[config.mk]
export PLATFORM = sky130hd
export DESIGN_NAME = tx_burst_ctrl
export DESIGN_NICKNAME = d
export VERILOG_FILES = /design/src/rtl/tx_ctrl_pkg.sv /design/src/rtl/tx_burst_ctrl.sv
export SDC_FILE = /design/constraint.sdc
export NUM_CORES = 1
export LEC_CHECK = 0
export CAP_MARGIN = 20
export CORE_ASPECT_RATIO = 2
export CORE_MARGIN = 1.5
export CORE_UTILIZATION = 45
export CTS_BUF_LIST = sky130_fd_sc_hd__clkbuf_16
export CTS_CLUSTER_DIAMETER = 30
export DETAILED_ROUTE_END_ITERATION = 8
export GPL_TIMING_DRIVEN = 0
export PLACE_DENSITY = 0.74
export SLEW_MARGIN = 20
export SYNTH_ARGS = -nofsm -noshare
export SYNTH_HDL_FRONTEND = slang
export SYNTH_SLANG_ARGS = --single-unit
[constraint.sdc]
create_clock -name clk_clk -period 2.1 [get_ports clk_clk]
set_input_delay 0.42 -clock clk_clk [delete_from_list [all_inputs] [get_ports clk_clk]]
set_output_delay 0.42 -clock clk_clk [all_outputs]
set_load 0.03 [all_outputs]
[src/rtl/tx_ctrl_pkg.sv]
// rtl/tx_ctrl_pkg.sv - shared state encoding and constants for tx_burst_ctrl (PREAMBLE state only with TX_BURST_CTRL_PREAMBLE_EN)
package tx_ctrl_pkg;

  localparam int LEN_W_DEFAULT = 16;

  // Preamble alternates these two symbols, starting with the even one.
  localparam logic [1:0] PRE_SYM_EVEN = 2'b00;
  localparam logic [1:0] PRE_SYM_ODD  = 2'b11;

`ifdef TX_BURST_CTRL_PREAMBLE_EN
  typedef enum logic [1:0] {
    ST_IDLE     = 2'd0,
    ST_PREAMBLE = 2'd1,
    ST_PAYLOAD  = 2'd2,
    ST_GAP      = 2'd3
  } tx_state_t;
`else
  typedef enum logic [1:0] {
    ST_IDLE    = 2'd0,
    ST_PAYLOAD = 2'd2,
    ST_GAP     = 2'd3
  } tx_state_t;
`endif

endpackage

[src/rtl/tx_burst_ctrl.sv]
// rtl/tx_burst_ctrl.sv - burst framing FSM (optional preamble via TX_BURST_CTRL_PREAMBLE_EN)
module tx_burst_ctrl
  import tx_ctrl_pkg::*;
#(
  parameter int PREAMBLE_LEN = 8,
  parameter int GAP_LEN      = 4,
  parameter int LEN_W        = LEN_W_DEFAULT
) (
  input  logic             clk_clk,
  input  logic             reset_reset_n,
  input  logic             start,
  input  logic [LEN_W-1:0] burst_len,
  input  logic             abort,
  output logic             prbs_en,
  input  logic [1:0]       gray_sym_in,
  input  logic             gray_sym_in_valid,
  output logic [1:0]       sym_out,
  output logic             sym_out_valid,
  output logic             busy,
  output logic             done,
  output logic             aborted
);

  // One cycle counter serves both PREAMBLE and GAP, so it is sized for the longer of the two.
  localparam int CNT_MAX = (PREAMBLE_LEN > GAP_LEN) ? PREAMBLE_LEN : GAP_LEN;
  localparam int CNT_W   = $clog2(CNT_MAX + 1);
  localparam logic [CNT_W-1:0] GAP_LAST = CNT_W'(GAP_LEN);
  localparam logic [CNT_W-1:0] CNT_ONE  = CNT_W'(1);
`ifdef TX_BURST_CTRL_PREAMBLE_EN
  localparam logic [CNT_W-1:0] PRE_LAST = CNT_W'(PREAMBLE_LEN);
`endif

  tx_state_t        state;
  logic [CNT_W-1:0] cyc_cnt;
  logic [LEN_W-1:0] len_q;
  logic [LEN_W-1:0] pay_cnt;

  // Burst sequencing FSM; every output is a register updated alongside the state.
  always_ff @(posedge clk_clk or negedge reset_reset_n) begin
    if (!reset_reset_n) begin
      state         <= ST_IDLE;
      cyc_cnt       <= '0;
      len_q         <= '0;
      pay_cnt       <= '0;
      prbs_en       <= 1'b0;
      sym_out       <= 2'b00;
      sym_out_valid <= 1'b0;
      busy          <= 1'b0;
      done          <= 1'b0;
      aborted       <= 1'b0;
    end else begin
      done    <= 1'b0;
      aborted <= 1'b0;
      if (state != ST_IDLE && abort) begin
        // Abort wins over every other transition, including a final payload symbol.
        state         <= ST_IDLE;
        cyc_cnt       <= '0;
        pay_cnt       <= '0;
        prbs_en       <= 1'b0;
        sym_out_valid <= 1'b0;
        busy          <= 1'b0;
        aborted       <= 1'b1;
      end else begin
        case (state)
          ST_IDLE: begin
            sym_out_valid <= 1'b0;
            if (start && !abort) begin
              len_q   <= burst_len;
              pay_cnt <= '0;
              busy    <= 1'b1;
`ifdef TX_BURST_CTRL_PREAMBLE_EN
              state         <= ST_PREAMBLE;
              sym_out       <= PRE_SYM_EVEN;
              sym_out_valid <= 1'b1;
              cyc_cnt       <= CNT_ONE;
`else
              if (burst_len == '0) begin
                state   <= ST_GAP;
                cyc_cnt <= CNT_ONE;
              end else begin
                state   <= ST_PAYLOAD;
                prbs_en <= 1'b1;
              end
`endif
            end
          end
`ifdef TX_BURST_CTRL_PREAMBLE_EN
          ST_PREAMBLE: begin
            if (cyc_cnt == PRE_LAST) begin
              sym_out_valid <= 1'b0;
              if (len_q == '0) begin
                state   <= ST_GAP;
                cyc_cnt <= CNT_ONE;
              end else begin
                state   <= ST_PAYLOAD;
                prbs_en <= 1'b1;
                cyc_cnt <= '0;
              end
            end else begin
              // cyc_cnt is the index of the next preamble symbol.
              sym_out       <= cyc_cnt[0] ? PRE_SYM_ODD : PRE_SYM_EVEN;
              sym_out_valid <= 1'b1;
              cyc_cnt       <= cyc_cnt + 1'b1;
            end
          end
`endif
          ST_PAYLOAD: begin
            if (pay_cnt == len_q) begin
              state         <= ST_GAP;
              prbs_en       <= 1'b0;
              sym_out_valid <= 1'b0;
              cyc_cnt       <= CNT_ONE;
            end else if (gray_sym_in_valid) begin
              sym_out       <= gray_sym_in;
              sym_out_valid <= 1'b1;
              pay_cnt       <= pay_cnt + 1'b1;
            end else begin
              sym_out_valid <= 1'b0;
            end
          end
          ST_GAP: begin
            sym_out_valid <= 1'b0;
            if (cyc_cnt == GAP_LAST) begin
              state   <= ST_IDLE;
              cyc_cnt <= '0;
              busy    <= 1'b0;
              done    <= 1'b1;
            end else begin
              cyc_cnt <= cyc_cnt + 1'b1;
            end
          end
          default: begin
            state         <= ST_IDLE;
            prbs_en       <= 1'b0;
            sym_out_valid <= 1'b0;
            busy          <= 1'b0;
          end
        endcase
      end
    end
  end

endmodule

-- Yosys cells after proc, flatten, opt, wreduce, memory -nomap -nowiden
Cells that the tools add are included.
- logic and storage cells: 76
- bits of input ports: 23
- register bits: 45
- output and inout port bits: 7
- eq/ne operators: 13
- $add $sub $neg: 2
- mux-type cells: 34
- bitwise operators: 2
- reductions and logical operators: 15
- operators with widths (operator ; number):
    $mux W16 ; 4
    $pmux W16 S2 ; 1
    $ne A3 B3 Y1 const B ; 7
    $mux W4 ; 5
    $add A16 B1 Y16 const B ; 1
    $eq A16 B16 Y1 ; 1
    $logic_not A16 Y1 ; 1
    $mux W1 ; 16
    $reduce_and A4 Y1 ; 4
    $pmux W4 S3 ; 1
    $reduce_and A3 Y1 ; 3
    $mux W2 ; 4
    $pmux W1 S3 ; 2
    $pmux W2 S3 ; 1
    $add A4 B1 Y4 const B ; 1
    $eq A2 B2 Y1 const B ; 2
    $eq A4 B3 Y1 const B ; 1
    $ne A2 B2 Y1 const B ; 2
    $reduce_bool A4 Y1 ; 1
    $reduce_bool A3 Y1 ; 1
    $logic_and A1 B1 Y1 ; 2
    $logic_not A2 Y1 ; 1
    $not A1 Y1 ; 2
    $reduce_bool A2 Y1 ; 1
    $logic_not A1 Y1 ; 1

-- Longest topological paths before layout
- depth after elaboration: 5
- depth in mapped cells: 7
- depth with buffers taken out: 6

-- Least setup slack after synthesis
OpenSTA, ideal clock, no wires.
- path type: input port to flip-flop
- start: input burst_len[9]
- end: register cyc_cnt[0]
- stages: 5
- arrival: 1870 ps
- required time: 1972 ps
- setup time: 128 ps
- buffers on the path: 0
- path slack: 102 ps
- cell sequence: nor4_1 -> nand4_1 -> or4b_1 -> a2bb2oi_2 -> mux2_1
- word-level cells in the longest chain between the ends: 3
- ends and longest elaborated chain (what ; RTL line ; text):
    start: declaration ; tx_burst_ctrl.sv:12 ; input logic [LEN_W-1:0] burst_len,
    $logic_not A16 Y1 ; tx_burst_ctrl.sv:77 ; if (burst_len == '0) begin
    $ne A3 B3 Y1 (no line) ; n/a ;
    $reduce_and A4 Y1 (no line) ; n/a ;
    end signal: assignment ; tx_burst_ctrl.sv:129 ; cyc_cnt <= cyc_cnt + 1'b1;
    end: declaration ; tx_burst_ctrl.sv:34 ; logic [CNT_W-1:0] cyc_cnt;
No other way between the ends.
A chain may end at the register's enable or synchronous reset.

-- Final worst setup path
- start: input burst_len[8]
- end: register cyc_cnt[0]
Same word-level chain as after synthesis.

==> results.tsv <==
metric	value	unit
DP HPWL	4.52	mm
fin cells	346	
core area	5420	um2
CTS Sinks	45	
element type at the critical path end	flop	
run status	finished, final reports clean	
largest net degree at the start of global routing	32	
Die W	55.9	um
Final ANT Viol Nets	0	
initial antenna violation count	0	
routability cong.	0.925	
Req. time, crit path	2280	ps
Antenna Cells	0	
Seq. cell area	1130	um2
routed wire length	6.31	mm
Post-Syn Nets	269	
post-synth cell types	50	
syn_area_per_cell	10.4	um2
critical path arrival	2220	ps
clock tree buffer depth	2	
FF-to-FF setup slack	80	ps
period utilization	97.2	%
Die Y	109	um
EDFF count, synth	0	
Final Critical Period	2040	ps
Least-Margin Pin Slew	686	ps
fraction of registers with async set/reset	100	%
CTS Buf Count	5	
first drt pass iteration count	4	
Avg WL per Cell	18.2	um
Worst-path clk slew	60	ps
final count of pins violating max slew	0	
DR iter-0 viols	47	
area occupied by multi-input gates	1400	um2
Worst Path Class, Setup	in -> reg	
clk_skew	2.78	ps
Rows	38	
delay-heaviest family, CP	simple AND/OR/NAND/NOR gates	
total chip power	2380	uW
CP max stage delay	560	ps
share of cells above drive strength 1	23.8	%
register bit count reported by yosys	45	
slowest CP cell	or4b_4	
Max-Cap Viols	0	
Reg2Reg Depth	6	
# fillers	473	
CP bufs+invs	1	
Layout area overhead	28.2	%
total track usage	22.3	%
final net count	311	
final setup violation count	0	
Cells after DPL	333	
Hold Crit Class	in -> async	
Max-slew headroom	54.0	%
Synth Flop Type	dfrtp_1	
initial core utilization	46.5	%
htree depth	2	
Yosys warning total	0	
CTS tree	built	
DRC viols	0	
element type at the critical path start	input pin	
hold_ws	31.5	ps
IO Port Bufs	29	
final hold violations	0	
detailed-route via count	2107	
cells along the critical path	dlygate4sd2_1 > nor4_4 > nand4_1 > or4b_4 > a2bb2oi_4 > mux2_4	
Root Driver	clkbuf_16	
peak supply drop	0.942	mV
Syn Inst Count	243	
sequential element share of the synthesized area	44.7	%
Critical Path Fanout Max	2	
first-pass GRT wire length	10.4	mm
GR Overflow Total	0	
fmax	490	MHz
Clk Latency, worst-skew pair	290	ps
die area	6090	um2
R2R Path End	cyc_cnt[0]	
Cell Pwr Density	736	nW/um2
reg2reg start	pay_cnt[2]	
Leakage	0.00130	uW
Ports	30	
Vias/cell	6.09	
vias in the first global route	2138	
Post-Syn Area	2520	um2
==> per-stage QoR <==
stage	setup slack [ps]	util, %	area, um2	TNS [ps]
after CTS	3.45	58.2	3150	0
after detailed placement	-865	53.5	2900	-13390
after floorplan	102	-	2520	0
after global placement	-863	53.3	2890	-43070
final	59.3	59.6	3230	0
after global routing	-27.6	59.6	3230	-94.5
==> power by group <==
group          internal, uW  switching, uW  total (uW)
sequential              956           76.7        1030
clock                   563            350         913
combinational           224            210         434
==> cells by family after synthesis <==
logic type               count (synthesis)  synth area share (%)
buffers and inverters                   20                  4.52
flip-flops                              45                  44.7
multiplexers                            20                  8.93
AND/OR/NAND/NOR                         98                  21.6
AO/OA/AOI/OAI                           40                  12.9
XOR/XNOR                                17                  5.91
adder cells (fa/ha/maj)                  3                  1.49
==> placed cells by master (no fill, tap or decap), types with 7 or more instances in the layout <==
| cell | instances |
|---|---|
| mux2_2 | 19 |
| nor2_1 | 9 |
| nand3_1 | 19 |
| buf_4 | 7 |
| dfrtp_1 | 44 |
| clkdlybuf4s50_1 | 13 |
| or3_1 | 7 |
| dlygate4sd2_1 | 13 |
| nand2_1 | 22 |
| xnor2_1 | 15 |
==> flip-flops by register name, indices dropped and copies added (netlist names) <==
register       count
len_q             16
pay_cnt           16
cyc_cnt            4
state              2
sym_out            2
aborted            1
busy               1
done               1
prbs_en            1
sym_out_valid      1
==> Yosys cell counts (2+ instances only) <==
| cell type | instances | area (um2) |
|---|---|---|
| a21oi_1 | 6 | 30.0 |
| nand3b_1 | 2 | 15.0 |
| clkbuf_1 | 4 | 15.0 |
| xnor2_1 | 17 | 149 |
| nor4_1 | 8 | 50.1 |
| or3_1 | 7 | 43.8 |
| nor2_1 | 10 | 37.5 |
| o21ai_0 | 4 | 20.0 |
| nand3_1 | 19 | 95.1 |
| inv_1 | 6 | 22.5 |
| ha_1 | 3 | 37.5 |
| nand2_1 | 22 | 82.6 |
| mux2_2 | 19 | 214 |
| or4_1 | 5 | 37.5 |
| o311ai_0 | 4 | 35.0 |
| nor3_1 | 2 | 10.0 |
| nand4_1 | 6 | 37.5 |
| or3_2 | 2 | 15.0 |
| o21a_1 | 2 | 15.0 |
| or4b_1 | 2 | 20.0 |
| buf_2 | 4 | 20.0 |
| o211ai_1 | 4 | 30.0 |
| nor2b_1 | 3 | 18.8 |
| a2bb2oi_1 | 2 | 17.5 |
| dfrtp_1 | 45 | 1130 |
| buf_6 | 3 | 33.8 |
| o31ai_1 | 5 | 37.5 |
| o41a_1 | 3 | 33.8 |
| and3_2 | 2 | 15.0 |
| nor4b_1 | 2 | 17.5 |
==> worst max path at each step <==
stage	start	end	slack [ps]	cells after the start
floorplan	burst_len[9]	cyc_cnt[0]	100	5
global placement	burst_len[8]	cyc_cnt[0]	-860	6
detailed placement	burst_len[9]	cyc_cnt[0]	-870	6
CTS	burst_len[14]	cyc_cnt[0]	3	6
global route	pay_cnt[14]	pay_cnt[11]	-30	7
finish	burst_len[8]	cyc_cnt[0]	60	6
==> cell type report <==
cell class,instances,share of cell area (%)
multi-input cells,178,43.4
flip-flops and latches,45,34.9
repair buffers,36,10.4
clock buffers,5,3.87
plain buffers,12,2.90
well taps,60,2.32
clock inverters,3,1.43
inverters,7,0.813
==> layer usage <==
layer	vias up	wire [um]	GRT usage [%]
li1	988	-	-
met1	1055	2330	22.8
met2	53	3580	42.3
met3	11	195	3.68
met4	0	199	12.2
met5	-	0	0
==> timing repair <==
action                     4_1_cts  5_1_grt
setup endpoints to repair       20       30
setup buffers                    2        4
pin swaps                        8       11
gates resized for setup         28       14
hold buffers                     0        0
Note: power is estimated with default switching activity, not from simulation.
